$ cat config.mk
export PLATFORM = sky130hd
export DESIGN_NAME = accumulator_readout
export DESIGN_NICKNAME = d
export VERILOG_FILES = /design/src/rtl/accumulator_readout.sv
export SDC_FILE = /design/constraint.sdc
export NUM_CORES = 1
export LEC_CHECK = 0
export BUFFER_PORTS_ARGS = -buffer_cell sky130_fd_sc_hd__buf_2
export CORE_MARGIN = 2
export CORE_UTILIZATION = 40
export CTS_BUF_LIST = sky130_fd_sc_hd__clkbuf_4
export CTS_CLUSTER_DIAMETER = 100
export DETAILED_ROUTE_END_ITERATION = 6
export GPL_ROUTABILITY_DRIVEN = 0
export SLEW_MARGIN = 20
export SYNTH_ARGS = -nofsm -noshare
export SYNTH_HDL_FRONTEND = slang
export SYNTH_SLANG_ARGS = --single-unit
$ cat constraint.sdc
create_clock -name clk -period 3.68 [get_ports clk]
set_clock_uncertainty 0.1 [all_clocks]
set_input_delay 0.184 -clock clk [delete_from_list [all_inputs] [get_ports clk]]
set_output_delay 0.184 -clock clk [all_outputs]
set_load 0.02 [all_outputs]
$ cat src/rtl/accumulator_readout.sv
// -----------------------------------------------------------------------------
// accumulator_readout
//
// Drain side of the accumulation memory. Counts completed accumulation frames;
// once FRAMES_PER_READOUT frames have been summed it reads every bin in address
// order, streams each word to the consumer and clears the bin behind the read
// so the next window starts from an empty memory.
//
// Ports
//   clk, rst            clock (rising edge), asynchronous active-low reset
//   i_frame_done        one-cycle pulse per finished accumulation pass
//   o_mem_rd_en/addr    RAM read port; data returns on i_mem_rd_data 1 cycle later
//   i_mem_rd_data       RAM read data
//   o_mem_clr_en/addr   RAM zero-write port, pulsed as each read returns
//   o_rd_valid/ready    output stream handshake
//   o_rd_data/index/last  head word, its bin address, last-bin marker
//   o_busy              high while draining (mirrors the FSM state)
//   o_frames_counted    frames seen in the current window
//   o_overrun           sticky: a frame ended while draining
//
// Handshake: a word transfers on a cycle where o_rd_valid & i_rd_ready. Once
// o_rd_valid is high it stays high, with data/index/last stable, until that
// transfer happens.
// -----------------------------------------------------------------------------
module accumulator_readout #(
   parameter int RAM_WIDTH          = 32,
   parameter int RAM_DEPTH          = 32,
   parameter int FRAMES_PER_READOUT = 8,
   localparam int AW = $clog2(RAM_DEPTH),
   localparam int FW = $clog2(FRAMES_PER_READOUT) + 1
) (
   input  logic                 clk,
   input  logic                 rst,
   input  logic                 i_frame_done,
   output logic                 o_mem_rd_en,
   output logic [AW-1:0]        o_mem_rd_addr,
   input  logic [RAM_WIDTH-1:0] i_mem_rd_data,
   output logic                 o_mem_clr_en,
   output logic [AW-1:0]        o_mem_clr_addr,
   output logic                 o_rd_valid,
   input  logic                 i_rd_ready,
   output logic [RAM_WIDTH-1:0] o_rd_data,
   output logic [AW-1:0]        o_rd_index,
   output logic                 o_rd_last,
   output logic                 o_busy,
   output logic [FW-1:0]        o_frames_counted,
   output logic                 o_overrun
);

   localparam logic [AW-1:0] LAST_IDX = AW'(RAM_DEPTH - 1);
   localparam logic [FW-1:0] FR_LAST  = FW'(FRAMES_PER_READOUT - 1);

   typedef enum logic {COUNT, DRAIN} state_t;

   state_t              state, state_nxt;
   logic [FW-1:0]       frames, frames_nxt;
   logic                overrun, overrun_nxt;

   logic [AW-1:0]       rd_addr;
   logic                all_issued;
   logic                inflight;
   logic [AW-1:0]       ret_addr;

   // 2-entry output buffer
   logic [RAM_WIDTH-1:0] data_q [2];
   logic [AW-1:0]        idx_q  [2];
   logic                 wr_ptr, rd_ptr;
   logic [1:0]           fifo_cnt;

   logic                 fifo_valid, head_last, pop, last_xfer, issue;
   logic [2:0]           occ_after;

   assign fifo_valid = (fifo_cnt != 2'd0);
   assign head_last  = (idx_q[rd_ptr] == LAST_IDX);
   assign pop        = fifo_valid & i_rd_ready;
   assign last_xfer  = pop & head_last;
   // Occupancy seen after this cycle's pop, counting the read still in flight.
   // Issuing only when this is <= 1 caps buffered+outstanding at 2.
   assign occ_after  = {1'b0, fifo_cnt} + {2'b0, inflight} - {2'b0, pop};

   always_comb begin
      state_nxt   = state;
      frames_nxt  = frames;
      overrun_nxt = overrun;
      issue       = 1'b0;
      case (state)
         COUNT: begin
            if (i_frame_done) begin
               if (frames == FR_LAST) begin
                  frames_nxt = '0;
                  state_nxt  = DRAIN;
               end else begin
                  frames_nxt = frames + 1'b1;
               end
            end
         end
         DRAIN: begin
            issue = !all_issued && (occ_after <= 3'd1);
            if (last_xfer) begin
               state_nxt = COUNT;
               // A frame ending with the last transfer opens the next window
               // (and with a one-frame window it starts the next drain).
               if (i_frame_done) begin
                  if (frames == FR_LAST) begin
                     state_nxt = DRAIN;
                  end else begin
                     frames_nxt = frames + 1'b1;
                  end
               end
            end else if (i_frame_done) begin
               overrun_nxt = 1'b1;
            end
         end
         default: state_nxt = COUNT;
      endcase
   end

   always_ff @(posedge clk or negedge rst) begin
      if (!rst) begin
         state   <= COUNT;
         frames  <= '0;
         overrun <= 1'b0;
      end else begin
         state   <= state_nxt;
         frames  <= frames_nxt;
         overrun <= overrun_nxt;
      end
   end

   // Read pointer; it wraps to 0 after the last bin, all_issued stops issue.
   always_ff @(posedge clk or negedge rst) begin
      if (!rst) begin
         rd_addr    <= '0;
         all_issued <= 1'b0;
         inflight   <= 1'b0;
         ret_addr   <= '0;
      end else begin
         inflight <= issue;
         if (issue) begin
            rd_addr  <= rd_addr + 1'b1;
            ret_addr <= rd_addr;
            if (rd_addr == LAST_IDX) all_issued <= 1'b1;
         end
         if (last_xfer) all_issued <= 1'b0;
      end
   end

   always_ff @(posedge clk or negedge rst) begin
      if (!rst) begin
         data_q[0] <= '0;
         data_q[1] <= '0;
         idx_q[0]  <= '0;
         idx_q[1]  <= '0;
         wr_ptr    <= 1'b0;
         rd_ptr    <= 1'b0;
         fifo_cnt  <= 2'd0;
      end else begin
         if (inflight) begin
            data_q[wr_ptr] <= i_mem_rd_data;
            idx_q[wr_ptr]  <= ret_addr;
            wr_ptr         <= ~wr_ptr;
         end
         if (pop) rd_ptr <= ~rd_ptr;
         fifo_cnt <= fifo_cnt + {1'b0, inflight} - {1'b0, pop};
      end
   end

   assign o_mem_rd_en      = issue;
   assign o_mem_rd_addr    = rd_addr;
   assign o_mem_clr_en     = inflight;
   assign o_mem_clr_addr   = ret_addr;
   assign o_rd_valid       = fifo_valid;
   assign o_rd_data        = data_q[rd_ptr];
   assign o_rd_index       = idx_q[rd_ptr];
   assign o_rd_last        = fifo_valid & head_last;
   assign o_busy           = (state == DRAIN);
   assign o_frames_counted = frames;
   assign o_overrun        = overrun;

endmodule
==> results of run 1 <==
## worst reg2reg max path, cell delays in order, from the launching register on
cell and delay [ps]:
dfrtp_1 430, o21ai_1 340, inv_1 80, ha_1 280, inv_1 40, ha_1 180, fa_1 490, nor4_2 260
buf_4 250, mux2_2 350
## power breakdown
part / leakage (nW) / switching [W] / total (W) / internal (W)
logic: 1.28 / 0.00124 / 0.00246 / 0.00123
clock network: 0.0747 / 0.000330 / 0.000610 / 0.000280
registers: 1.14 / 0.000347 / 0.00192 / 0.00157
total: 2.49 / 0.00191 / 0.00499 / 0.00308
## kinds of logic after synthesis
family / synth area share [%]
muxes: 31.6
DFF: 56.6
buffers and inverters: 2.09
and+or+nand+nor: 3.13
AOI/OAI and AO/OA: 3.36
xor gates and xnor gates: 1.24
adders and majority gates: 1.95
## Yosys cell counts, drive strengths merged (2+ instances only)
cell type | number | share of area, %
a21oi | 2 | 0.24
buf | 11 | 1.3
dfrtp | 96 | 57
ha | 5 | 1.5
inv | 8 | 0.71
mux2 | 119 | 32
nand2 | 4 | 0.35
nand3 | 3 | 0.35
nand3b | 2 | 0.35
nand4 | 2 | 0.44
nor2 | 3 | 0.27
o21ai | 3 | 0.35
xnor2 | 4 | 0.83
xor2 | 2 | 0.41
## layout make-up
class	count	share of cell area, %
timing repair buffer	131	15.7
tap	136	3.17
inverter	8	0.560
clock inverter	5	1.54
multi-input combinational	166	32.8
sequential	96	44.8
clock buffer	10	1.40
## sequential cells by signal, summed over array words and instances (netlist names), 2 cells and up
register and flops:
data_q 64, fifo_cnt 2, idx_q 10, o_frames_counted 4, o_mem_clr_addr 5, o_mem_rd_addr 5
## per-layer routing
metal | vias to the layer above | global-route usage, % | wire (um)
met5 | - | 0 | 0
met4 | 0 | 3.90 | 62
met3 | 6 | 5.11 | 508
met2 | 81 | 25.0 | 3650
met1 | 1349 | 19.8 | 3940
li1 | 1277 | - | -
## timing repair
action	CTS	global route
setup buffers	0	0
hold buffers	34	0
endpoints found under the setup margin	0	0
endpoints found under the hold margin	138	0
## through the flow
stage                     instances  total power (W)  cell area [sq um]  hold slack (ps)  util, %
after floorplan                 282          0.00369               4240             -212        -
after global placement          503          0.00435               4860              274     47.1
after detailed placement        503          0.00441               4860              279     47.1
after CTS                       552          0.00506               5360             19.1     51.9
after global routing            552          0.00535               5360             61.5     51.9
final                           552          0.00499               5360             70.4     51.9
## final timing paths
path	start	slack, ps	to	cells after the start
setup / recovery	fifo_cnt[1]	450	o_mem_rd_en	9
hold / removal	i_rd_ready	70	rd_ptr	3
setup reg to reg	fifo_cnt[1]	800	o_mem_clr_addr[4]	9
hold reg to reg	o_overrun	370	o_overrun	1
max in group asynchronous	rst	2430	o_mem_clr_addr[0]	3
min in group asynchronous	rst	330	data_q[55]	2
==> flow_metrics.env, run 1 <==
export IMPL_die_x_um=107
export IMPL_slew_headroom_pct=35.7
export IMPL_syn_area_sq_um=4240
export IMPL_synthArstFlopShare_pct=100
export IMPL_antenna_found_initial=0
export IMPL_setup_violations_final=0
export IMPL_synth_cell_types=35
export IMPL_fin_nets=454
export IMPL_syn_num_nets=324
export IMPL_firstDrtPassIters=4
export IMPL_drcViolationCount=0
export IMPL_seqCellArea_sq_um=2400
export IMPL_ir_worst_vdd_uv=618
export IMPL_min_path_type="in -> reg"
export IMPL_crit_type="reg -> out"
export IMPL_wl_per_cell_um=14.8
export IMPL_worst_slew_pin_slew_ps=961
export IMPL_worstSetupEndpointType="output pin"
export IMPL_grt_pass1_wl_mm=13.8
export IMPL_ys_ff_latch=96
export IMPL_worst_path_max_delay_cell="fa_1"
export IMPL_fin_crit_ps=3230
export IMPL_std_cell_rows=37
export IMPL_period_share_pct=87.8
export IMPL_grt_max_degree=74
export IMPL_cp_num_buf_inv=4
export IMPL_die_y_um=107
export IMPL_powerDensity_nw_per_um2=931
export IMPL_layout_commonest_cell="mux2_2"
export IMPL_crit_family="adder cells"
export IMPL_ant_nets=0
export IMPL_post_cts_resized=0
export IMPL_final_cell_mix="mux2_2 (113), dfrtp_1 (95), buf_2 (91)"
export IMPL_num_antenna_cells=0
export IMPL_ios=93
export IMPL_max_freq_ghz=0.310
export IMPL_n_fill_cell=877
export IMPL_cts_tree="done"
export IMPL_tns_ps=0
export IMPL_dp_slack_ps=810
export IMPL_worstPathMaxFanout=13
export IMPL_via_per_inst=4.91
export IMPL_area_growth_pct=26.4
export IMPL_syn_avg_cell_area_sq_um=15.0
export IMPL_slew_viol_final=0
export IMPL_path_clk_slew_ps=140
export IMPL_start_kind="flip-flop"
export IMPL_grt_pass1_vias=2887
export IMPL_h_tree_depth=3
export IMPL_path_cells="o21ai_1 -> inv_1 -> ha_1 -> inv_1 -> ha_1 -> fa_1 -> nor4_2 -> buf_4 -> buf_2"
export IMPL_outcome="complete, no violations"
export IMPL_wirelength_mm=8.17
export IMPL_synth_edf_count=0
export IMPL_overflow=0
export IMPL_p_leak_nw=2.49
export IMPL_clock_path_buffers=2
export IMPL_vias=2713
export IMPL_multi_input_area_sq_um=1760
export IMPL_yosysWarningCount=0
export IMPL_port_buffers=92
export IMPL_synth_top_flop_cell="dfrtp_1"
export IMPL_track_usage_pct=15.3
export IMPL_drtIter0Drc=104
export IMPL_critical_path_max_stage_delay_ps=480
export IMPL_synth_cells=282
export IMPL_place_hpwl_mm=5.38
export IMPL_rsz0062_at_grt="false"
export IMPL_insertion_delay_ps=420
export IMPL_core_area_sq_um=10300
export IMPL_cts_buffers=9
export IMPL_cp_required_ps=3400
export IMPL_final_layout_size_suffix_gt1_share_pct=56.3
export IMPL_clockRootBuffer="clkbuf_4"
export IMPL_drv_cap=0
export IMPL_start_util_pct=41.1
export IMPL_dieArea_sq_um=11400
export IMPL_hold_viol_final=0
export IMPL_yosysSeqAreaShare_pct=56.6
export IMPL_finalWorstSetupSlack_ps=450
export IMPL_worst_ep_arrival_time_ps=2950
export IMPL_cts_sinks=96
Note: power is estimated with default switching activity, not from simulation.
==> run 2, diff against run 1 <==
--- a/config.mk
+++ b/config.mk
@@ -5,12 +5,12 @@
 export SDC_FILE = /design/constraint.sdc
 export NUM_CORES = 1
 export LEC_CHECK = 0
-export BUFFER_PORTS_ARGS = -buffer_cell sky130_fd_sc_hd__buf_2
 export CORE_MARGIN = 2
 export CORE_UTILIZATION = 40
 export CTS_BUF_LIST = sky130_fd_sc_hd__clkbuf_4
 export CTS_CLUSTER_DIAMETER = 100
 export DETAILED_ROUTE_END_ITERATION = 6
+export DONT_BUFFER_PORTS = 1
 export GPL_ROUTABILITY_DRIVEN = 0
 export SLEW_MARGIN = 20
 export SYNTH_ARGS = -nofsm -noshare
==> flow_metrics.env, run 2 (synthesis gave the netlist of run 1 again) <==
export IMPL_grt_pass1_vias=2626
export IMPL_final_layout_size_suffix_gt1_share_pct=43.2
export IMPL_cts_sinks=96
export IMPL_insertion_delay_ps=430
export IMPL_cts_setup_buffers=0
export IMPL_path_clk_slew_ps=130
export IMPL_regMostFlops="data_q"
export IMPL_drv_cap=0
export IMPL_worstSetupEndpointType="output pin"
export IMPL_worst_ep_arrival_time_ps=2780
export IMPL_ios=93
export IMPL_drtIter0Drc=61
export IMPL_grt_max_degree=97
export IMPL_via_per_inst=5.20
export IMPL_num_antenna_cells=0
export IMPL_final_area_sq_um=4890
export IMPL_cp_required_ps=3400
export IMPL_firstDrtPassIters=4
export IMPL_place_hpwl_mm=5.01
export IMPL_rsz0062_at_grt="false"
export IMPL_period_share_pct=83.2
export IMPL_largestRegisters="data_q x64, idx_q x10"
export IMPL_port_buffers=0
export IMPL_drcViolationCount=0
export IMPL_ant_nets=0
export IMPL_worst_path_max_delay_cell="fa_1"
export IMPL_wl_per_cell_um=17.6
export IMPL_fin_util_pct=47.4
export IMPL_cts_tree="done"
export IMPL_clockRootBuffer="clkbuf_4"
export IMPL_h_tree_depth=3
export IMPL_start_kind="flip-flop"
export IMPL_crit_family="adder cells"
export IMPL_final_cell_mix="mux2_2 (113), dfrtp_1 (95), dlygate4sd3_1 (35)"
export IMPL_grt_pass1_wl_mm=13.1
export IMPL_worst_slew_pin_slew_ps=1050
export IMPL_max_freq_ghz=0.327
export IMPL_seqCellArea_sq_um=2400
export IMPL_dpl_instance_area_sq_um=4390
export IMPL_fin_nets=362
export IMPL_critical_path_max_stage_delay_ps=480
export IMPL_core_area_sq_um=10300
export IMPL_multi_input_area_sq_um=1760
export IMPL_vias=2393
export IMPL_hold_depth=3
export IMPL_hold_slack_ps=67.1
export IMPL_slew_headroom_pct=30.0
export IMPL_clock_path_buffers=2
export IMPL_tns_ps=0
export IMPL_slew_viol_final=0
export IMPL_n_fill_cell=916
export IMPL_cp_depth=8
export IMPL_start_util_pct=41.1
export IMPL_antenna_found_initial=0
export IMPL_instances_no_fill=460
export IMPL_cp_num_buf_inv=3
export IMPL_std_cell_rows=37
export IMPL_layout_commonest_cell="mux2_2"
export IMPL_r2r_cells=9
export IMPL_setup_violations_final=0
export IMPL_die_y_um=107
export IMPL_p_leak_nw=2.12
export IMPL_crit_type="reg -> out"
export IMPL_overflow=0
export IMPL_min_path_type="in -> reg"
export IMPL_cts_buffers=9
export IMPL_largest_reg_flops=64
export IMPL_path_cells="o21ai_1 -> inv_1 -> ha_1 -> inv_1 -> ha_1 -> fa_1 -> nor4_2 -> buf_4"
export IMPL_area_growth_pct=15.3
export IMPL_fin_crit_ps=3060
export IMPL_track_usage_pct=15.0
export IMPL_ir_worst_vdd_uv=438
export IMPL_dpl_cell_count=409
export IMPL_die_x_um=107
export IMPL_dieArea_sq_um=11400
export IMPL_hold_viol_final=0
export IMPL_worstPathMaxFanout=13
export IMPL_powerDensity_nw_per_um2=939
export IMPL_wirelength_mm=8.12
export IMPL_outcome="complete, no violations"
run 2: cell count changes in the layout (fill, tap and decap cells not counted), sizes merged:
cell         delta
bufinv          -1
clkinvlp        -3
clkinv          +4
dlygate4sd3     +1
buf            -93
run 2: worst paths after layout:
kind | startpoint | endpoint | slack [ps]
setup / recovery | fifo_cnt[1] | o_mem_rd_en | 620
hold / removal | i_frame_done | o_frames_counted[3] | 70
setup reg to reg | fifo_cnt[1] | o_mem_clr_addr[1] | 770
hold reg to reg | data_q[30] | data_q[30] | 410
max in group asynchronous | rst | rd_ptr | 2860
min in group asynchronous | rst | data_q[23] | 230
run 2: timing repair:
item,CTS,global route
hold buffers,36,0
resized for setup,0,0
endpoints found under the setup margin,0,0
endpoints found under the hold margin,166,0
run 2: power by group:
group / switching (W) / internal [W] / leakage, nW
Clock: 0.000333 / 0.000207 / 0.0734
Sequential: 0.000431 / 0.00157 / 1.14
Combinational: 0.00108 / 0.000977 / 0.908
run 2: final cells by class:
| cell class | count | area share (%) |
|---|---|---|
| Timing Repair Buffer | 39 | 8.19 |
| Clock inverter | 5 | 0.998 |
| Tap cell | 136 | 3.48 |
| Multi-Input combinational cell | 166 | 36.0 |
| Clock buffer | 10 | 1.54 |
| Sequential cell | 96 | 49.2 |
| Inverter | 8 | 0.614 |
run 2: worst register-to-register path: cells and delay by family, from the launching register on:
family	cells	cell delay, ps
flip-flops	1	420
adder cells (fa/ha/maj)	3	940
AO/OA/AOI/OAI	1	320
buffers and inverters	3	410
multiplexers	1	350
AND/OR/NAND/NOR	1	270
run 2: metrics by stage:
step | power (W) | worst slack (ps)
floorplan | 0.00369 | 760
global placement | 0.00399 | 820
detailed placement | 0.00406 | 776
CTS | 0.00467 | 548
global route | 0.00492 | 437
finish | 0.00459 | 620
run 2: per-layer routing:
layer  part of all wire (%)  GRT usage (%)  vias up
li1                       -              -     1096
met4                    1.3           5.94        0
met3                    6.8           5.35        8
met1                     45           18.5     1217
met5                      0              0        -
met2                     47           24.2       72
